$ cat config.mk
export PLATFORM = sky130hd
export DESIGN_NAME = ex_muldiv_unit
export DESIGN_NICKNAME = d
export VERILOG_FILES = /design/src/rtl/ex_muldiv_unit.sv
export SDC_FILE = /design/constraint.sdc
export NUM_CORES = 1
export LEC_CHECK = 0
export CAP_MARGIN = 20
export CORE_UTILIZATION = 23
export CTS_BUF_LIST = sky130_fd_sc_hd__clkbuf_8
export CTS_CLUSTER_SIZE = 10
export DETAILED_ROUTE_END_ITERATION = 7
export PLACE_DENSITY = 0.35
export SKIP_LAST_GASP = 1
export SYNTH_ARGS = -nofsm -noshare
export SYNTH_HDL_FRONTEND = slang
export SYNTH_SLANG_ARGS = --single-unit
export TNS_END_PERCENT = 10
$ cat constraint.sdc
create_clock -name clk -period 7.97 [get_ports clk]
set_clock_uncertainty 0.1 [all_clocks]
set_input_delay 1.594 -clock clk [delete_from_list [all_inputs] [get_ports clk]]
set_output_delay 1.594 -clock clk [all_outputs]
set_load 0.01 [all_outputs]
$ cat src/rtl/ex_muldiv_unit.sv
// ---------------------------------------------------------------------------
// ex_muldiv_unit
//
// Purpose:
//   Iterative multiply/divide unit that sits next to the ALU in the EX stage.
//   It holds the architectural HI/LO registers. MULT/MULTU/DIV/DIVU run over
//   several cycles, MTHI/MTLO complete in one edge, and MFHI/MFLO are served
//   combinationally. A stall request tells the hazard unit to hold a
//   HI/LO-class instruction that reaches EX while an earlier operation is
//   still running.
//
// Ports:
//   clk       in   1       pipeline clock
//   reset     in   1       asynchronous reset, active low (asserted at 0)
//   in_valid  in   1       EX instruction is a HI/LO-class op
//   in_func   in   6       function code (MFHI 0x10 .. DIVU 0x1B)
//   in_flush  in   1       EX instruction is squashed; suppresses issue/stall
//   op_a      in   DATA_W  rs value (dividend / multiplicand / MTxx source)
//   op_b      in   DATA_W  rt value (divisor / multiplier)
//   mf_data   out  DATA_W  HI for MFHI, LO for MFLO, else 0 (combinational)
//   busy      out  1       multi-cycle operation in progress
//   stall     out  1       hold IF/ID/EX, bubble into EX/MEM
//   hi        out  DATA_W  HI register
//   lo        out  DATA_W  LO register
//
// Parameters:
//   DATA_W    operand and HI/LO width; also the full iteration count
//   DIV0_LO   value written to LO on divide-by-zero
//
// Build option:
//   MULDIV_EARLY_OUT_EN  when defined, MUL stops as soon as the remaining
//                        multiplier bits are zero and divide-by-zero finishes
//                        after one cycle. Results are identical to the
//                        full-latency build, which is the default.
// ---------------------------------------------------------------------------
module ex_muldiv_unit #(
  parameter int                 DATA_W  = 32,
  parameter logic [DATA_W-1:0]  DIV0_LO = {DATA_W{1'b1}}
) (
  input  logic              clk,
  input  logic              reset,
  input  logic              in_valid,
  input  logic [5:0]        in_func,
  input  logic              in_flush,
  input  logic [DATA_W-1:0] op_a,
  input  logic [DATA_W-1:0] op_b,
  output logic [DATA_W-1:0] mf_data,
  output logic              busy,
  output logic              stall,
  output logic [DATA_W-1:0] hi,
  output logic [DATA_W-1:0] lo
);

  localparam logic [5:0] F_MFHI  = 6'h10;
  localparam logic [5:0] F_MTHI  = 6'h11;
  localparam logic [5:0] F_MFLO  = 6'h12;
  localparam logic [5:0] F_MTLO  = 6'h13;
  localparam logic [5:0] F_MULT  = 6'h18;
  localparam logic [5:0] F_MULTU = 6'h19;
  localparam logic [5:0] F_DIV   = 6'h1A;
  localparam logic [5:0] F_DIVU  = 6'h1B;

  localparam int CNT_W = (DATA_W > 1) ? $clog2(DATA_W) : 1;
  localparam logic [CNT_W-1:0] LAST_STEP = CNT_W'(DATA_W - 1);

  typedef enum logic [1:0] {
    S_IDLE = 2'd0,
    S_MUL  = 2'd1,
    S_DIV  = 2'd2
  } state_e;

  // Architectural and control state
  state_e              state_q, state_d;
  logic [DATA_W-1:0]   hi_q, hi_d;
  logic [DATA_W-1:0]   lo_q, lo_d;
  logic [CNT_W-1:0]    cnt_q, cnt_d;

  // Multiply datapath: running product and left-shifting multiplicand
  logic [2*DATA_W-1:0] acc_q, acc_d;
  logic [2*DATA_W-1:0] mcand_q, mcand_d;

  // Shared: right-shifting multiplier magnitude, or divisor magnitude
  logic [DATA_W-1:0]   opb_q, opb_d;

  // Divide datapath: partial remainder and dividend/quotient shift register
  logic [DATA_W-1:0]   rem_q, rem_d;
  logic [DATA_W-1:0]   quo_q, quo_d;

  // Sign fix-up flags and divide-by-zero bookkeeping
  logic                neg_res_q, neg_res_d;
  logic                neg_rem_q, neg_rem_d;
  logic                div0_q, div0_d;
  logic [DATA_W-1:0]   raw_a_q, raw_a_d;

  // Issue-side decode
  logic                is_signed;
  logic                a_neg;
  logic                b_neg;
  logic [DATA_W-1:0]   a_mag;
  logic [DATA_W-1:0]   b_mag;

  // Per-cycle step results
  logic [2*DATA_W-1:0] mul_sum;
  logic [2*DATA_W-1:0] prod_fix;
  logic [DATA_W:0]     div_trial;
  logic [DATA_W:0]     div_diff;
  logic                div_ge;
  logic [DATA_W-1:0]   rem_next;
  logic [DATA_W-1:0]   quo_next;
  logic [DATA_W-1:0]   quo_fix;
  logic [DATA_W-1:0]   rem_fix;
  logic                last_step;
  logic                mul_done;
  logic                div_done;

  // Only MULT and DIV treat operands as two's complement; the unsigned
  // forms and every other code take the operands as they are.
  always_comb begin
    is_signed = (in_func == F_MULT) || (in_func == F_DIV);
    a_neg     = is_signed & op_a[DATA_W-1];
    b_neg     = is_signed & op_b[DATA_W-1];
    a_mag     = a_neg ? (~op_a + 1'b1) : op_a;
    b_mag     = b_neg ? (~op_b + 1'b1) : op_b;
  end

  // One shift-add step: add the shifted multiplicand when the current
  // multiplier LSB is set. The sign fix-up is applied to the post-step sum
  // so the final edge can write HI/LO directly.
  always_comb begin
    mul_sum  = opb_q[0] ? (acc_q + mcand_q) : acc_q;
    prod_fix = neg_res_q ? (~mul_sum + 1'b1) : mul_sum;
  end

  // One restoring-divide step: bring down the next dividend bit and keep
  // the subtraction only if it did not go negative. The remainder always
  // stays below the divisor, so DATA_W bits are enough to hold it.
  always_comb begin
    div_trial = {rem_q, quo_q[DATA_W-1]};
    div_diff  = div_trial - {1'b0, opb_q};
    div_ge    = ~div_diff[DATA_W];
    rem_next  = div_ge ? div_diff[DATA_W-1:0] : div_trial[DATA_W-1:0];
    quo_next  = {quo_q[DATA_W-2:0], div_ge};
    quo_fix   = neg_res_q ? (~quo_next + 1'b1) : quo_next;
    rem_fix   = neg_rem_q ? (~rem_next + 1'b1) : rem_next;
  end

  // Completion detection. The full-latency build always runs DATA_W steps;
  // the early-out build also stops once no multiplier bits remain, or
  // immediately for a zero divisor whose result does not depend on steps.
`ifdef MULDIV_EARLY_OUT_EN
  logic [DATA_W-1:0] mul_rest;

  always_comb begin
    mul_rest  = opb_q >> 1;
    last_step = (cnt_q == LAST_STEP);
    mul_done  = last_step || (mul_rest == '0);
    div_done  = last_step || div0_q;
  end
`else
  always_comb begin
    last_step = (cnt_q == LAST_STEP);
    mul_done  = last_step;
    div_done  = last_step;
  end
`endif

  // Next-state logic: issue from IDLE, step the datapath in MUL/DIV, and
  // write HI/LO on the final step before returning to IDLE.
  always_comb begin
    state_d   = state_q;
    hi_d      = hi_q;
    lo_d      = lo_q;
    cnt_d     = cnt_q;
    acc_d     = acc_q;
    mcand_d   = mcand_q;
    opb_d     = opb_q;
    rem_d     = rem_q;
    quo_d     = quo_q;
    neg_res_d = neg_res_q;
    neg_rem_d = neg_rem_q;
    div0_d    = div0_q;
    raw_a_d   = raw_a_q;

    unique case (state_q)
      S_IDLE: begin
        if (in_valid && !in_flush) begin
          case (in_func)
            F_MTHI: hi_d = op_a;
            F_MTLO: lo_d = op_a;
            F_MULT, F_MULTU: begin
              state_d   = S_MUL;
              cnt_d     = '0;
              acc_d     = '0;
              mcand_d   = {{DATA_W{1'b0}}, a_mag};
              opb_d     = b_mag;
              neg_res_d = a_neg ^ b_neg;
              neg_rem_d = 1'b0;
              div0_d    = 1'b0;
            end
            F_DIV, F_DIVU: begin
              state_d   = S_DIV;
              cnt_d     = '0;
              rem_d     = '0;
              quo_d     = a_mag;
              opb_d     = b_mag;
              neg_res_d = a_neg ^ b_neg;
              neg_rem_d = a_neg;
              div0_d    = (op_b == '0);
              raw_a_d   = op_a;
            end
            default: ;
          endcase
        end
      end

      S_MUL: begin
        acc_d   = mul_sum;
        mcand_d = mcand_q << 1;
        opb_d   = opb_q >> 1;
        cnt_d   = cnt_q + CNT_W'(1);
        if (mul_done) begin
          {hi_d, lo_d} = prod_fix;
          cnt_d        = '0;
          state_d      = S_IDLE;
        end
      end

      S_DIV: begin
        rem_d = rem_next;
        quo_d = quo_next;
        cnt_d = cnt_q + CNT_W'(1);
        if (div_done) begin
          // A zero divisor hands back the raw dividend in HI, unsigned-fixed.
          if (div0_q) begin
            lo_d = DIV0_LO;
            hi_d = raw_a_q;
          end else begin
            lo_d = quo_fix;
            hi_d = rem_fix;
          end
          cnt_d   = '0;
          state_d = S_IDLE;
        end
      end

      default: state_d = S_IDLE;
    endcase
  end

  // State registers; reset aborts any running operation and clears HI/LO.
  always_ff @(posedge clk or negedge reset) begin
    if (!reset) begin
      state_q   <= S_IDLE;
      hi_q      <= '0;
      lo_q      <= '0;
      cnt_q     <= '0;
      acc_q     <= '0;
      mcand_q   <= '0;
      opb_q     <= '0;
      rem_q     <= '0;
      quo_q     <= '0;
      neg_res_q <= 1'b0;
      neg_rem_q <= 1'b0;
      div0_q    <= 1'b0;
      raw_a_q   <= '0;
    end else begin
      state_q   <= state_d;
      hi_q      <= hi_d;
      lo_q      <= lo_d;
      cnt_q     <= cnt_d;
      acc_q     <= acc_d;
      mcand_q   <= mcand_d;
      opb_q     <= opb_d;
      rem_q     <= rem_d;
      quo_q     <= quo_d;
      neg_res_q <= neg_res_d;
      neg_rem_q <= neg_rem_d;
      div0_q    <= div0_d;
      raw_a_q   <= raw_a_d;
    end
  end

  // A squashed instruction never needs to wait, so flush masks the stall.
  always_comb begin
    busy    = (state_q != S_IDLE);
    stall   = in_valid & busy & ~in_flush;
    mf_data = '0;
    if (in_valid) begin
      if (in_func == F_MFHI) mf_data = hi_q;
      else if (in_func == F_MFLO) mf_data = lo_q;
    end
  end

  assign hi = hi_q;
  assign lo = lo_q;

endmodule

==> Flow_metrics.wiki <==
{| class="wikitable"
! Metric !! Value
|-
| Result of the run || finished, final reports clean
|-
| Sum of net half-perimeters after detailed placement || 106.0 mm
|-
| Initial antenna violation count || 9
|-
| Critical path required time || 8.46 ns
|-
| Net switching power of the design || 4.489 mW
|-
| Share of cells above drive strength 1 || 0.07713
|-
| Remaining number of nets flagged by the antenna check after routing || 0
|-
| Crit-path max FO || 21
|-
| Highest clock frequency the design can meet || 162.9 MHz
|-
| Placeable core region || 0.1198 mm²
|-
| Synthesized netlist cell count || 3,598
|-
| Count of routing violations after the opening detailed-route iteration || 2,213
|-
| I/O Pins || 172
|-
| Total congestion overflow || 0
|-
| Clock network power share || 0.229
|-
| Leakage dissipation || 13.06 nW
|-
| Cell count after placement || 5,188
|-
| Setup repair after global routing missed its margin || false
|-
| EDFF count, synth || 0
|-
| Minimum clock period after layout || 6.138 ns
|-
| Root Buffer Master || clkbuf_8
|-
| Global-route usage over all layers || 0.2212
|-
| Mapped Avg Cell Area || 7.725 µm²
|-
| Seq/Total Area, Yosys || 0.2971
|-
| # resized after CTS || 0
|-
| Transition at the pin with the smallest max-transition slack || 1.186 ns
|-
| Layout-stage area growth over the synthesis result || 17.44%
|-
| Final setup violation count || 0
|-
| DR DRC count || 0
|-
| Synthesized cell area || 0.02779 mm²
|-
| Crit path DAT || 6.63 ns
|-
| Area of the die || 0.1222 mm²
|-
| YS warnings || 0
|-
| Clock Sink Count || 330
|-
| Post-synthesis net count || 3,779
|-
| Number of nets in the final layout || 3,838
|-
| Worst slew margin relative to its limit || 0.2037
|-
| Critical path class || flop to flop
|-
| Total of flip-flops plus latches after synthesis || 330
|-
| Total power divided by cell area || 282.7 mW/mm²
|-
| Hold/Removal Path Class || flop to flop
|-
| Final Max Slew Viols || 0
|-
| Commonest register cell after synthesis || dfrtp_1
|-
| Combinational power share || 0.488
|-
| Number of H-tree levels || 3
|-
| Async set-or-reset flop fraction in the synthesized netlist || 1.000
|-
| Post-CTS setup buffers || 0
|-
| Pin count of the biggest net entering global routing || 125
|-
| TritonCTS clock tree || yes
|-
| Initial core utilization || 0.2320
|-
| Worst-skew pair later-pin latency || 0.72 ns
|-
| Post-route clock period utilization || 0.7701
|-
| Number of non-filler instances in the completed layout || 5,338
|-
| Weighted congestion reported at the end of routability-driven placement || 0.8900
|-
| Design internal power || 4.737 mW
|-
| Number of buffers inserted for hold repair after clock tree synthesis || 0
|-
| Number of CTS-inserted buffers || 77
|-
| Critical path launch point type || flop
|-
| Post-detailed-route via-to-cell ratio || 5.293
|-
| Unique cell type count in the Yosys netlist || 111
|-
| DIE WIDTH || 349.6 µm
|-
| Max Cap Viol || 0
|-
| Clock Path Buffers || 3
|-
| Clock transition at the registers of the reported paths || 0.06 ns
|-
| Category of the worst setup path capture point || flop
|-
| Number of global-route vias before repair || 27.51k
|-
| Register share of total power || 0.284
|-
| Number of failing hold endpoints at the final stage || 0
|-
| Vert. Die Dim || 349.6 µm
|-
| Via total after detailed routing || 28.25k
|-
| Port-buffer cells || 171
|-
| Total negative slack || 0 ns
|-
| Wire length of the first global-routing pass || 199.1 mm
|-
| Rows || 127
|-
| Total wirelength of the detailed-routed design || 137.2 mm
|-
| DR WL/cell || 25.70 µm
|-
| Sw frac || 0.4866
|-
| First drt pass iteration count || 6
|-
| Max rail drop VDD || 0.3835 mV
|}
[registers in the layout, summed over array words and instances, names as in the netlist]
signal     cells
neg_rem_q      1
opb_q         32
quo_q         32
rem_q         32
state_q        2
raw_a_q       32
div0_q         1
lo            32
mcand_q       64
neg_res_q      1
cnt_q          5
acc_q         64
hi            32
[synthesized netlist by cell type, drive strengths merged, types with 78 or more instances]
master / count / area share
nand2: 475 / 0.064
o21ai: 375 / 0.068
nor2: 358 / 0.049
dfrtp: 330 / 0.30
a21oi: 327 / 0.061
clkbuf: 175 / 0.024
xnor2: 127 / 0.040
ha: 105 / 0.047
inv: 88 / 0.012
xor2: 88 / 0.028
nand3: 83 / 0.015
nor3: 83 / 0.016
o31ai: 82 / 0.023
mux2i: 78 / 0.028
[cells in the final DEF, fill, tap and decap left out, types with 11 or more instances in the layout]
master	netlist	final
or4_1	26	26
and3_1	18	18
nand3_1	82	81
xor2_1	88	88
a21oi_1	316	314
a31oi_1	23	23
buf_4	11	45
o31ai_1	80	80
a221oi_1	26	26
nor3_1	77	77
o21ai_0	347	347
ha_1	105	102
a211oi_1	40	40
clkdlybuf4s50_1	0	169
mux2_2	37	37
inv_1	88	122
or3_1	28	28
nor2_1	356	355
o21a_1	31	30
nand2_1	473	471
o41ai_1	18	18
a22o_1	29	29
nor2b_1	25	24
dfrtp_1	330	327
clkbuf_8	0	95
and2_1	14	13
a22oi_1	29	29
nand2b_1	31	31
a21boi_0	11	11
xnor2_1	127	127
o21ai_1	24	23
nor4_1	29	29
mux2i_1	78	78
o22ai_1	47	47
o211ai_1	24	24
nand4_1	50	50
a21o_1	41	39
[cell type report]
cell class / count / area (µm²)
Sequential cell: 330 / 8264
Clock inverter: 48 / 277.8
Tap cell: 1612 / 2017
Fill cell: 13250 / 87170
Multi-Input combinational cell: 2940 / 18320
Clock buffer: 95 / 1308
Antenna cell: 5 / 12.51
Inverter: 89 / 334.1
Timing Repair Buffer: 219 / 2110
[cell families after synthesis]
family	Yosys count	share of synthesized area
flip-flops	330	0.2971
AND/OR/NAND/NOR	1277	0.2144
buffers and inverters	328	0.04695
adder cells (fa/ha/maj)	107	0.04871
multiplexers	115	0.04308
AO/OA/AOI/OAI	1226	0.2820
XOR/XNOR	215	0.06775
[worst paths after layout]
path                       startpoint  slack [ns]         end  cells past startpoint
max                         quo_q[31]        1.83      lo[30]                     22
min                        raw_a_q[0]        0.39  raw_a_q[0]                      2
min in group asynchronous       reset        0.76    acc_q[7]                      1
max in group asynchronous       reset        5.66    opb_q[0]                      2
max reg2reg                 quo_q[31]        1.83      lo[30]                     22
min reg2reg                raw_a_q[0]        0.39  raw_a_q[0]                      2
[per-stage QoR]
stage | power (mW) | util | area [µm²] | hold slack [ns] | worst slack (ns)
after floorplan | 5.173 | - | 27790 | 0.3473 | 2.455
after global placement | 7.139 | 0.2589 | 31020 | 0.3629 | 1.862
after detailed placement | 7.115 | 0.2589 | 31020 | 0.3708 | 1.865
after CTS | 9.295 | 0.2721 | 32600 | 0.3836 | 1.867
after global routing | 9.833 | 0.2724 | 32640 | 0.4116 | 1.272
final | 9.226 | 0.2724 | 32640 | 0.3865 | 1.832
[metal layers]
| layer | part of all wire | global-route usage |
|---|---|---|
| met5 | 0 | 0 |
| met4 | 0.024 | 0.05576 |
| met3 | 0.044 | 0.02371 |
| met2 | 0.44 | 0.3434 |
| met1 | 0.49 | 0.3233 |
[power groups by stage]
stage | registers (mW) | logic [mW] | clock network, mW
floorplan | 2.39 | 2.79 | 0
global placement | 2.64 | 4.50 | 0
detailed placement | 2.64 | 4.47 | 0
CTS | 2.62 | 4.50 | 2.18
global route | 2.66 | 4.91 | 2.26
finish | 2.62 | 4.50 | 2.11
[critical path, stage by stage (launching register included)]
cell and delay, ns:
dfrtp_1 0.42, inv_1 0.06, ha_1 0.22, fa_1 0.40
nand2b_1 0.18, a21oi_1 0.48, o211ai_1 0.31, a21oi_1 0.28
o21a_1 0.26, nor2_4 0.06, clkinv_1 0.27, buf_4 0.37
ha_1 0.28, nor2b_1 0.22, nand2_1 0.14, or4_1 0.68
o21ai_0 0.33, o21ai_0 0.21, xor2_1 0.19, o21ai_0 0.15
nand2_1 0.07, a21oi_1 0.20, o31ai_1 0.10
Note: power is estimated with default switching activity, not from simulation.
